===== src/rtl/usb_ulpi_pkg.sv =====
// Shared ULPI transmit definitions: FSM states, PID nibbles, TX CMD prefix and USB CRC16 constants.
package usb_ulpi_pkg;

  localparam int unsigned BYTE_W = 8;
  localparam int unsigned CRC_W  = 16;

  typedef enum logic [2:0] {
    IDLE,
    CMD,
    DATA,
    CRC_LO,
    CRC_HI,
    STOP,
    ABORT,
    FLUSH
  } tx_state_e;

  localparam logic [3:0] PID_DATA0 = 4'h3;
  localparam logic [3:0] PID_DATA1 = 4'hB;
  localparam logic [3:0] PID_DATA2 = 4'h7;
  localparam logic [3:0] PID_MDATA = 4'hF;

  localparam logic [3:0] TXCMD_PFX = 4'b0100;

  localparam logic [CRC_W-1:0] CRC16_POLY = 16'hA001;
  localparam logic [CRC_W-1:0] CRC16_INIT = 16'hFFFF;

  // Data PIDs carry a CRC16-protected payload
  function automatic logic is_data_pid(input logic [3:0] pid_lo);
    return (pid_lo == PID_DATA0) || (pid_lo == PID_DATA1) ||
           (pid_lo == PID_DATA2) || (pid_lo == PID_MDATA);
  endfunction

  // One byte of reflected CRC16, LSB first as transmitted on the wire
  function automatic logic [CRC_W-1:0] crc16_byte(input logic [CRC_W-1:0] crc_in,
                                                  input logic [BYTE_W-1:0] b);
    logic [CRC_W-1:0] c;
    c = crc_in ^ CRC_W'(b);
    for (int i = 0; i < 8; i++) begin
      c = c[0] ? ((c >> 1) ^ CRC16_POLY) : (c >> 1);
    end
    return c;
  endfunction

endpackage


===== src/rtl/usb_crc16.sv =====
// Byte-wide USB CRC16 accumulator (uncomplemented residue); built only with ULPI_TX_CRC16_EN.
`ifdef ULPI_TX_CRC16_EN
module usb_crc16
  import usb_ulpi_pkg::*;
(
  input  logic              clk,
  input  logic              rst,
  input  logic              clr,
  input  logic              en,
  input  logic [BYTE_W-1:0] data,
  output logic [CRC_W-1:0]  crc
);

  always_ff @(posedge clk or posedge rst) begin
    if (rst) begin
      crc <= CRC16_INIT;
    end else if (clr) begin
      crc <= CRC16_INIT;
    end else if (en) begin
      crc <= crc16_byte(crc, data);
    end
  end

endmodule
`endif


===== src/rtl/ulpi_tx_sender.sv =====
// Link-side ULPI transmit FSM: TX CMD, nxt-paced payload, stp termination, dir preemption.
// Optional hardware CRC16 appending for data PIDs with ULPI_TX_CRC16_EN.
module ulpi_tx_sender
  import usb_ulpi_pkg::*;
#(
  parameter logic [3:0]        TXCMD_PREFIX = TXCMD_PFX,
  parameter logic [BYTE_W-1:0] ABORT_BYTE   = 8'hFF
) (
  input  logic              clk,
  input  logic              rst,
  input  logic [BYTE_W-1:0] tx_data,
  input  logic              tx_valid,
  input  logic              tx_last,
  output logic              tx_ready,
  input  logic              dir,
  input  logic              nxt,
  output logic [BYTE_W-1:0] ulpi_data_out,
  output logic              ulpi_oe,
  output logic              stp,
  output logic              tx_done,
  output logic              tx_abort,
  output logic              busy
);

  tx_state_e         state_q, state_d;
  logic              ta_q;
  logic [BYTE_W-1:0] data_c;

`ifdef ULPI_TX_CRC16_EN
  logic             crc_clr, crc_en, crc_pid_q;
  logic [CRC_W-1:0] crc_res;

  usb_crc16 u_crc (
    .clk  (clk),
    .rst  (rst),
    .clr  (crc_clr),
    .en   (crc_en),
    .data (tx_data),
    .crc  (crc_res)
  );

  // Latched at PID pop: decides whether CRC bytes follow the payload
  always_ff @(posedge clk or posedge rst) begin
    if (rst) begin
      crc_pid_q <= 1'b0;
    end else if (crc_clr) begin
      crc_pid_q <= is_data_pid(tx_data[3:0]);
    end
  end
`endif

  always_ff @(posedge clk or posedge rst) begin
    if (rst) begin
      state_q <= IDLE;
      ta_q    <= 1'b1;
    end else begin
      state_q <= state_d;
      ta_q    <= dir;
    end
  end

  // Release on dir rise, one turnaround cycle after dir falls
  assign ulpi_oe       = !dir && !ta_q;
  assign ulpi_data_out = ulpi_oe ? data_c : '0;
  assign busy          = (state_q != IDLE);

  always_comb begin
    state_d  = state_q;
    data_c   = '0;
    stp      = 1'b0;
    tx_ready = 1'b0;
    tx_done  = 1'b0;
    tx_abort = 1'b0;
`ifdef ULPI_TX_CRC16_EN
    crc_clr  = 1'b0;
    crc_en   = 1'b0;
`endif
    case (state_q)
      IDLE: begin
        if (tx_valid && ulpi_oe) begin
          data_c  = {TXCMD_PREFIX, tx_data[3:0]};
          state_d = CMD;
        end
      end
      CMD: begin
        data_c = {TXCMD_PREFIX, tx_data[3:0]};
        if (dir) begin
          state_d = IDLE;
        end else if (nxt) begin
          tx_ready = 1'b1;
          state_d  = tx_last ? STOP : DATA;
`ifdef ULPI_TX_CRC16_EN
          crc_clr = 1'b1;
          if (tx_last && is_data_pid(tx_data[3:0])) state_d = CRC_LO;
`endif
        end
      end
      DATA: begin
        data_c = tx_data;
        if (dir) begin
          tx_abort = 1'b1;
          state_d  = FLUSH;
        end else if (nxt) begin
          if (tx_valid) begin
            tx_ready = 1'b1;
`ifdef ULPI_TX_CRC16_EN
            crc_en = 1'b1;
            if (tx_last) state_d = crc_pid_q ? CRC_LO : STOP;
`else
            if (tx_last) state_d = STOP;
`endif
          end else begin
            state_d = ABORT;
          end
        end
      end
`ifdef ULPI_TX_CRC16_EN
      // Upstream is already drained here, so a preempt goes straight to IDLE
      CRC_LO: begin
        data_c = ~crc_res[7:0];
        if (dir) begin
          tx_abort = 1'b1;
          state_d  = IDLE;
        end else if (nxt) begin
          state_d = CRC_HI;
        end
      end
      CRC_HI: begin
        data_c = ~crc_res[15:8];
        if (dir) begin
          tx_abort = 1'b1;
          state_d  = IDLE;
        end else if (nxt) begin
          state_d = STOP;
        end
      end
`endif
      STOP: begin
        stp     = 1'b1;
        tx_done = 1'b1;
        state_d = IDLE;
      end
      ABORT: begin
        stp      = 1'b1;
        data_c   = ABORT_BYTE;
        tx_abort = 1'b1;
        state_d  = FLUSH;
      end
      FLUSH: begin
        tx_ready = tx_valid;
        if (tx_valid && tx_last) state_d = IDLE;
      end
      default: state_d = IDLE;
    endcase
  end

endmodule


===== config.mk =====
export PLATFORM = sky130hd
export DESIGN_NAME = ulpi_tx_sender
export DESIGN_NICKNAME = d
export VERILOG_FILES = /design/src/rtl/usb_ulpi_pkg.sv /design/src/rtl/usb_crc16.sv /design/src/rtl/ulpi_tx_sender.sv
export SDC_FILE = /design/constraint.sdc
export NUM_CORES = 1
export LEC_CHECK = 0
export BUFFER_PORTS_ARGS = -buffer_cell sky130_fd_sc_hd__buf_2
export CORE_MARGIN = 5
export CORE_UTILIZATION = 25
export DETAILED_ROUTE_END_ITERATION = 10
export PLACE_DENSITY_LB_ADDON = 0.25
export SLEW_MARGIN = 15
export SYNTH_ARGS = -nofsm -noshare
export SYNTH_HDL_FRONTEND = slang
export SYNTH_HIERARCHICAL = 1
export SYNTH_SLANG_ARGS = --single-unit

===== constraint.sdc =====
create_clock -name clk -period 2 [get_ports clk]
set_input_delay 0.1 -clock clk [delete_from_list [all_inputs] [get_ports clk]]
set_output_delay 0.1 -clock clk [all_outputs]
set_load 0.03 [all_outputs]

==> reports/metrics.csv <==
metric;value;unit
1st-pass router iterations;4;
first-pass GRT wire length;2.36;mm
per-cell routed wire length;11.8;um
post-synthesis async set-or-reset flop share;1.00;
yosys warns;6;
CTS H-tree depth;1;
total routed wirelength;1.47;mm
crit end category;output pin;
drt drc;0;
hpwl dp;1.19;mm
DRT iter0 DRCs;3;
top_reg_cell synth;dfrtp_1;
Num CTS Buffers;3;
Die ar.;2790;um^2
crit path kind;flop to output pin;
Worst Path Max Fanout;9;
synthesis-to-layout area growth;44.8;%
Root Driver;clkbuf_4;
Critical Path AT;1.64;ns
status;completed;
Core Rows;15;
register area share after synthesis;0.221;
area of the multi-input gates;320;um^2
Sink Count;4;
unrepaired setup endpoints after global routing;false;
clock skew;0.00445;ns
PortBufs;27;
Syn Area/Cell;6.73;um^2
Placed Instances;119;
fin nets;114;
number of distinct library cells after synthesis;30;
Tot GR Track Use;0.113;
CORE AREA;1730;um^2
via count;581;
EDFF count, synth;0;
Die Y;52.8;um
final worst-path cycle share;0.871;
FF/Latch Area;103;um^2
maximum vdd ir drop;0.000565;V
Net Count, Synth;82;
startpoint types;flop;
fin. max-slew vios;0;
Die Width;52.8;um
worst min-delay path category;input port to flop;
Critical Path RT;1.90;ns
Leakage Power;0.338;nW
Detail Route Antenna Nets;0;
CTS tree;done;
GR Overflow Total;0;
final-report hold violation count;0;
via/cell ratio;4.69;
fillcell total;194;
Clock Pin Slew Worst Setup and Hold Paths;0.04;ns
Pwr Density;1290;nW/um^2
Final min period;1.74;ns
number of global-route vias before repair;556;
# diodes;0;
mapped cell area;458;um^2
boundary pin count;28;
Post-CTS Setup Bufs;0;
Worst-Margin Slew;0.348;ns
# setup viols final;0;
Max Buffers Root-to-Sink;2;
Clock Latency Late Sink;0.24;ns
Gate Count Post-Synth;68;
Rel. slew slack;0.765;
Post-Layout Cell Count;124;
Peak Freq;574;MHz
Initial Utilization;0.265;
setup_tns;0;ns
pin count of the biggest net entering global routing;13;
layout cells sized above 1;0.384;
gpl congestion;0.762;
MaxCap Viol Count;0;
post-synthesis register bit count;4;
initial antenna violation count;0;
[layout make-up]
type / instances / share of cell area
Tap cell: 25 / 0.0472
Multi-Input combinational cell: 55 / 0.483
Inverter: 6 / 0.0340
Sequential cell: 4 / 0.155
Timing Repair Buffer: 30 / 0.242
Clock buffer: 4 / 0.0396
[state kept, by name, summed over array words and instances (netlist names)]
signal and cells:
state_q 3, ta_q 1
[metal layers]
| layer | vias to the layer above | track usage | part of all wire |
|---|---|---|---|
| met3 | 0 | 0.0370 | 0.087 |
| met1 | 262 | 0.133 | 0.46 |
| li1 | 300 | - | - |
| met4 | 0 | 0.0511 | 0 |
| met2 | 19 | 0.184 | 0.46 |
| met5 | - | 0 | 0 |
[logic make-up after synthesis]
logic type	Yosys count	share of synthesized area
AO/OA/AOI/OAI	22	0.322
AND/OR/NAND/NOR	31	0.325
buffers and inverters	9	0.0792
XOR/XNOR	1	0.0191
multiplexers	1	0.0328
flip-flops	4	0.221
[cell usage after synthesis, drive strengths merged (2+ instances only)]
| library cell | number | area, um^2 |
|---|---|---|
| nor3 | 2 | 10.0 |
| o21a | 4 | 30.0 |
| a21oi | 6 | 33.8 |
| o22ai | 2 | 18.8 |
| nand2 | 4 | 15.0 |
| or3 | 3 | 20.0 |
| a31oi | 2 | 12.5 |
| dfrtp | 3 | 75.1 |
| o21ai | 4 | 20.0 |
| nand2b | 2 | 12.5 |
| inv | 6 | 22.5 |
| nor2 | 15 | 56.3 |
| buf | 2 | 10.0 |
[repair_timing]
action                     4_1_cts  5_1_grt
hold buffers                     1        0
hold endpoints to repair         4        0
gates resized for setup          0        1
setup endpoints to repair        0        2
[metrics by stage]
| stage | power, mW | hold slack (ns) | worst slack [ns] | util | area (um^2) |
|---|---|---|---|---|---|
| after detailed placement | 0.742 | -0.0112 | 0.290 | 0.362 | 626 |
| after global routing | 0.944 | 0.0345 | 0.0975 | 0.384 | 663 |
| final | 0.854 | 0.0411 | 0.258 | 0.384 | 663 |
| after floorplan | 0.593 | -0.135 | 0.152 | - | 458 |
| after global placement | 0.736 | -0.0142 | 0.308 | 0.362 | 626 |
| after CTS | 0.862 | 0.0274 | 0.183 | 0.383 | 662 |
[cell usage in the layout (no fill, tap or decap), drive strengths merged, types with 2 or more instances in the layout]
cell    netlist  routed
nand2         4       4
dfrtp         3       3
or3           3       3
clkbuf        1       4
o22ai         2       2
nor2         15      15
a31oi         2       2
a21oi         6       6
buf           2      29
inv           6       6
nand2b        2       2
o21ai         4       4
o21a          4       4
nor3          2       2
[where the power goes]
group          leakage, nW  internal (mW)  switching (mW)
sequential          0.0482          0.113          0.0781
clock               0.0150         0.0749          0.0336
combinational        0.275          0.218           0.337
[final timing paths]
check,from,to,slack (ns),depth (start not counted)
setup / recovery,state_q[1],ulpi_data_out[4],0.26,5
hold / removal,dir,ta_q,0.04,1
setup reg to reg,state_q[2],state_q[0],0.29,4
hold reg to reg,state_q[0],state_q[0],0.69,1
max in group asynchronous,rst,ta_q,1.49,3
min in group asynchronous,rst,state_q[1],0.28,3
[critical path, stage by stage, from the launching register on]
cell      delay, ns
dfrtp_1        0.48
buf_4          0.21
nand2b_1       0.10
nor3_1         0.26
o21a_1         0.17
buf_2          0.19
No activity file was read; power rests on OpenSTA's default activity.
